`config.mk`:
```
export PLATFORM = sky130hd
export DESIGN_NAME = sdf_reorder_buf
export DESIGN_NICKNAME = d
export VERILOG_FILES = /design/src/rtl/fft_pkg.sv /design/src/rtl/sdf_pp_bank.sv /design/src/rtl/sdf_reorder_buf.sv
export SDC_FILE = /design/constraint.sdc
export NUM_CORES = 1
export LEC_CHECK = 0
export CORE_MARGIN = 4
export CORE_UTILIZATION = 55
export DETAILED_ROUTE_END_ITERATION = 8
export GPL_TIMING_DRIVEN = 1
export PLACE_DENSITY_LB_ADDON = 0.12
export SYNTH_ARGS = -nofsm -noshare
export SYNTH_HDL_FRONTEND = slang
export SYNTH_HIERARCHICAL = 1
export SYNTH_SLANG_ARGS = --single-unit
```
`constraint.sdc`:
```
create_clock -name clk -period 12 [get_ports clk]
set_clock_uncertainty 0.05 [all_clocks]
set_input_delay 1.2 -clock clk [delete_from_list [all_inputs] [get_ports clk]]
set_output_delay 1.2 -clock clk [all_outputs]
set_load 0.01 [all_outputs]
```
`src/rtl/fft_pkg.sv`:
```
// Shared FFT constants, complex sample type and the bit-reversal helper used
// by the reorder logic.
package fft_pkg;

  localparam int N_DEF = 3;
  localparam int W_DEF = 16;

  typedef struct packed {
    logic signed [W_DEF-1:0] re;
    logic signed [W_DEF-1:0] im;
  } cplx_t;

  // Reverse the low n bits of idx; bits at and above n are returned as zero.
  function automatic logic [31:0] bitrev(input logic [31:0] idx, input int unsigned n);
    logic [31:0] r;
    r = '0;
    for (int unsigned i = 0; i < 32; i++) begin
      if (i < n) r[i[4:0]] = idx[5'(n - 1 - i)];
    end
    return r;
  endfunction

endpackage

```
`src/rtl/sdf_pp_bank.sv`:
```
// Two-bank simple dual-port sample RAM with a registered, resettable read port
// that holds its value while the read enable is low.
module sdf_pp_bank #(
  parameter int N = 3,
  parameter int W = 16
) (
  input  logic           clk,
  input  logic           rst_n,
  input  logic           we,
  input  logic           wr_bank,
  input  logic [N-1:0]   wr_addr,
  input  logic [2*W-1:0] wr_data,
  input  logic           rd_en,
  input  logic           rd_bank,
  input  logic [N-1:0]   rd_addr,
  output logic [2*W-1:0] rd_data
);

  logic [2*W-1:0] mem [2][2**N];

  always_ff @(posedge clk) begin
    if (we) mem[wr_bank][wr_addr] <= wr_data;
  end

  always_ff @(posedge clk or negedge rst_n) begin
    if (!rst_n)     rd_data <= '0;
    else if (rd_en) rd_data <= mem[rd_bank][rd_addr];
  end

endmodule

```
`src/rtl/sdf_reorder_buf.sv`:
```
// Bit-reversed to natural-order reorder stage for the R2SDF pipeline, using a
// ping-pong buffer so consecutive frames stream without stalls.
module sdf_reorder_buf
  import fft_pkg::*;
#(
  parameter int N = N_DEF,
  parameter int W = W_DEF
) (
  input  logic         clk,
  input  logic         rst_n,
  input  logic         start_ip,
  input  logic [W-1:0] ip_re,
  input  logic [W-1:0] ip_im,
  output logic [W-1:0] op_re,
  output logic [W-1:0] op_im,
  output logic         op_valid,
  output logic         start_op,
  output logic         busy
);

  localparam logic [0:0] W_IDLE  = 1'b0;
  localparam logic [0:0] W_WRITE = 1'b1;
  localparam logic [0:0] R_IDLE  = 1'b0;
  localparam logic [0:0] R_READ  = 1'b1;
  localparam logic [N-1:0] LAST  = '1;

  logic [0:0]     wstate, rstate;
  logic [N-1:0]   wcnt, rcnt;
  logic           wr_bank, rd_bank;
  logic [1:0]     full, set_full, clr_full;
  logic           we, wr_done, rd_done, rd_en;
  logic [N-1:0]   wr_addr;
  logic [2*W-1:0] rd_data;

  always_comb begin
    we      = 1'b0;
    wr_addr = '0;
    wr_done = 1'b0;
    case (wstate)
      W_IDLE:  we = start_ip;
      W_WRITE: begin
        we      = 1'b1;
        wr_addr = N'(bitrev(32'(wcnt), N));
        wr_done = (wcnt == LAST);
      end
      default: ;
    endcase
    rd_en    = (rstate == R_READ);
    rd_done  = rd_en && (rcnt == LAST);
    set_full = {wr_bank, ~wr_bank} & {2{wr_done}};
    clr_full = {rd_bank, ~rd_bank} & {2{rd_done}};
  end

  // Frame completion simply returns to W_IDLE, which accepts a start_ip on the
  // very next cycle, giving back-to-back frames without a dedicated state.
  always_ff @(posedge clk or negedge rst_n) begin
    if (!rst_n) begin
      wstate  <= W_IDLE;
      wcnt    <= '0;
      wr_bank <= 1'b0;
    end else begin
      case (wstate)
        W_IDLE: if (start_ip) begin
          wstate <= W_WRITE;
          wcnt   <= N'(1);
        end
        W_WRITE: begin
          wcnt <= wcnt + N'(1);
          if (wr_done) begin
            wstate  <= W_IDLE;
            wr_bank <= ~wr_bank;
          end
        end
        default: wstate <= W_IDLE;
      endcase
    end
  end

  always_ff @(posedge clk or negedge rst_n) begin
    if (!rst_n) full <= '0;
    else        full <= (full & ~clr_full) | set_full;
  end

  // Banks fill in strict alternation, so the next bank to read is always the
  // oldest full one; a same-cycle fill of the other bank still chains reads.
  always_ff @(posedge clk or negedge rst_n) begin
    if (!rst_n) begin
      rstate   <= R_IDLE;
      rcnt     <= '0;
      rd_bank  <= 1'b0;
      op_valid <= 1'b0;
      start_op <= 1'b0;
    end else begin
      op_valid <= rd_en;
      start_op <= rd_en && (rcnt == '0);
      case (rstate)
        R_IDLE: if (full[rd_bank]) begin
          rstate <= R_READ;
          rcnt   <= '0;
        end
        R_READ: begin
          rcnt <= rcnt + N'(1);
          if (rd_done) begin
            rd_bank <= ~rd_bank;
            if (!(full[~rd_bank] || set_full[~rd_bank])) rstate <= R_IDLE;
          end
        end
        default: rstate <= R_IDLE;
      endcase
    end
  end

  assign busy  = (wstate != W_IDLE) || (rstate != R_IDLE) || full[0] || full[1];
  assign op_re = rd_data[2*W-1:W];
  assign op_im = rd_data[W-1:0];

  sdf_pp_bank #(.N(N), .W(W)) u_bank (
    .clk     (clk),
    .rst_n   (rst_n),
    .we      (we),
    .wr_bank (wr_bank),
    .wr_addr (wr_addr),
    .wr_data ({ip_re, ip_im}),
    .rd_en   (rd_en),
    .rd_bank (rd_bank),
    .rd_addr (rcnt),
    .rd_data (rd_data)
  );

endmodule
```
==> run metrics <==
Avg Vias per Cell about 6.1; layout net count about 1,100; crit-path max cell delay approximately 0.86 ns; switch share 29.1%; synth-to-layout area growth 13.9%; Port Buffer Count between 60 and 70; largest area contributor in the netlist edfxtp_1; CP endpoint kind flop; Clock Power Share between 20 and 30%; Max stage delay cell, worst path buf_4; CTS Buffer Depth 3; Reg clk slew, reported paths 0.06 ns; VDD IR max about 0.17 mV; fill cell count 2,593; crit-path max FO 56; max cap viols 0; Routed WL 41.4 mm; First-pass DRT Iterations 5; Avg WL per Cell about 26 um; hold path start wcnt[0]; WP data arrival about 4 ns; I/O pin total 70; relative slew slack between 20% and 30%; placed wire-length estimate 23.3 mm; sequential power share around 45%; worst r2r src rcnt[1]; Synth top area share 71.6%; Post-Synthesis Cells about 940; chip height 206 um; Gate power share 28.6%; RSZ-0062 raised after global routing no; die area 0.0423 mm2; commonest non-fill, non-tap cells in the layout edfxtp_1 (512), mux4_2 (123), clkdlybuf4s50_1 (68); kind of critical path flop to flop; setup_tns 0 ns; Period minus WS final between 3 and 4 ns; final setup violation count 0; final critical-path share of the clock period between 20 and 30%; final instance area 0.0245 mm2; reg2reg path depth 5; most common cell after layout, fill and taps aside edfxtp_1; Worst Path Buf+Inv 2; die width between 200 and 250 um; total CTS buffers 54; WHS Endpoint wcnt[0]; yosys warns 6; Mapped Avg Cell Area about 23 um2; Root Buffer Master clkbuf_16; status complete, no violations; first-pass GRT wire length 63.5 mm; sequential cell area fraction in the yosys report between 70% and 80%; LEAKAGE about 8 nW; CP delay by family, top buffers and inverters; Synth area leaders edfxtp_1 (72%), mux4_2 (13%), dfrtp_1 (5.4%); Util after Layout 63.3%; core area between 0.03 and 0.04 mm2; DRC violations left 0; GPL Wtd Cong 0.732; initial antenna violation count 1; Sw Pwr about 0.0018 W; Peak Freq approximately 280 MHz; Setup crit start kind flop; Cell Area, Synth 0.0215 mm2; CTS H-tree lvls 2; Slew Viols, Final 0; Tot Pwr between 0.006 and 0.007 W; GRT Overall Usage about 20%; worst slew pin tran around 1.1 ns; worst-path cell chain buf_4 > buf_4 > mux4_2 > mux2i_1 > a221oi_2; hold buffer count at cts 0; Hold Fails Final Rpt 0; Post-CTS Setup Inserts 0; CP Data Required Time approximately 12 ns; R2R Setup Slk about 8.4 ns; layout cells sized above 1 around a quarter; Reg-to-Reg End u_bank/rd_data[23]; most frequent CP cell buf_4; PwrDens roughly 260 mW/mm2; post_cts resized 0; Row Count 72; routed vias just under 10,000; total congestion overflow 0; n_diodes 0; CTS Sinks approximately 560; Initial DRC Count about 770; worst skew pair latency between 0.5 and 0.6 ns; pin count of the biggest net entering global routing 57; Hold Path Depth 2; synth unique cells 35; Tightest Hold Check Type flop to flop; placement-stage cell area between 0.02 and 0.025 mm2; Initial Util 55.6%; Seq cells post-synth 558; CTS tree done; worst hold slack 0.489 ns; Cell Int Power approximately 0.0045 W; number of global-route vias before repair ~10,000; Synthesized Nets 983; DRT antenna net count 0
stage by stage:
stage | cells | setup WS (ns)
floorplan | 943 | 6.93
global placement | 1503 | 8.30
detailed placement | 1503 | 8.26
CTS | 1604 | 8.29
global route | 1604 | 8.09
finish | 1604 | 8.40
sequential cells by signal, indices dropped and copies added (netlist names), 2 cells and up:
| signal | cells |
|---|---|
| rcnt | 3 |
| u_bank/rd_data | 32 |
| full | 2 |
| u_bank/mem | 512 |
| wcnt | 3 |
final cells by class:
class / count / area, um2 / share of cell area [%]
Multi-Input combinational cell: 328 / 4580 / 18.7
Inverter: 2 / 7.51 / 0.0307
Timing Repair Buffer: 97 / 896 / 3.66
Tap cell: 518 / 648 / 2.65
Sequential cell: 558 / 16500 / 67.6
Clock inverter: 27 / 293 / 1.20
Clock buffer: 74 / 1490 / 6.09
tightest hold or removal path: stages, from the launching register on:
cell	delay, ns
dfrtp_1	0.37
nor2_1	0.06
nor2_1	0.08
Yosys cell counts:
cell,n
a21oi_1,1
a221oi_1,8
a221oi_2,24
a31oi_1,1
a32o_1,1
and2_1,5
buf_12,8
buf_2,12
buf_4,6
buf_6,12
clkbuf_1,17
dfrtp_1,46
edfxtp_1,512
ha_1,5
inv_1,2
mux2_4,1
mux2i_1,32
mux2i_2,1
mux4_1,5
mux4_2,123
nand2_1,13
nand2b_1,7
nand3_1,4
nor2_1,41
nor2b_1,1
nor2b_4,1
nor3_1,8
nor4_1,2
o21ai_0,6
o22ai_1,22
o22ai_2,10
or2_2,2
or4_1,1
xnor2_1,2
xor2_1,1
power by group through the flow:
stage / logic (W) / registers, W / clock network, W
final: 0.00180 / 0.00281 / 0.00169
after global routing: 0.00194 / 0.00285 / 0.00182
after CTS: 0.00184 / 0.00282 / 0.00173
after detailed placement: 0.00183 / 0.00286 / 0
after global placement: 0.00181 / 0.00284 / 0
after floorplan: 0.00140 / 0.00277 / 0
cell families after synthesis:
logic type	synth area share [%]
fa+ha+maj	0.291
simple gates	1.82
compound gates	3.47
flops	77.0
buf+inv	2.20
xor+xnor	0.122
mux	15.1
layer usage:
| metal | track usage, % | share of wire (%) | wire length [um] | vias up |
|---|---|---|---|---|
| met5 | 0 | 0 | 0 | - |
| li1 | - | - | - | 4188 |
| met4 | 5.55 | 2.0 | 844 | 0 |
| met2 | 31.4 | 48 | 19800 | 256 |
| met3 | 3.42 | 5.4 | 2230 | 64 |
| met1 | 30.7 | 45 | 18500 | 5197 |
how the worst max path moves through the flow:
stage,startpoint,to,slack [ns],cells after the start
3_3_place_gp,rcnt[1],u_bank/rd_data[17],8.30,5
2_1_floorplan,start_ip,u_bank/mem[1][224],6.93,3
4_1_cts,rcnt[1],u_bank/rd_data[17],8.29,5
5_1_grt,rcnt[1],u_bank/rd_data[18],8.09,5
3_5_place_dp,start_ip,u_bank/mem[0][82],8.26,5
6_report,rcnt[1],u_bank/rd_data[23],8.40,5
Note: power is estimated with default switching activity, not from simulation.
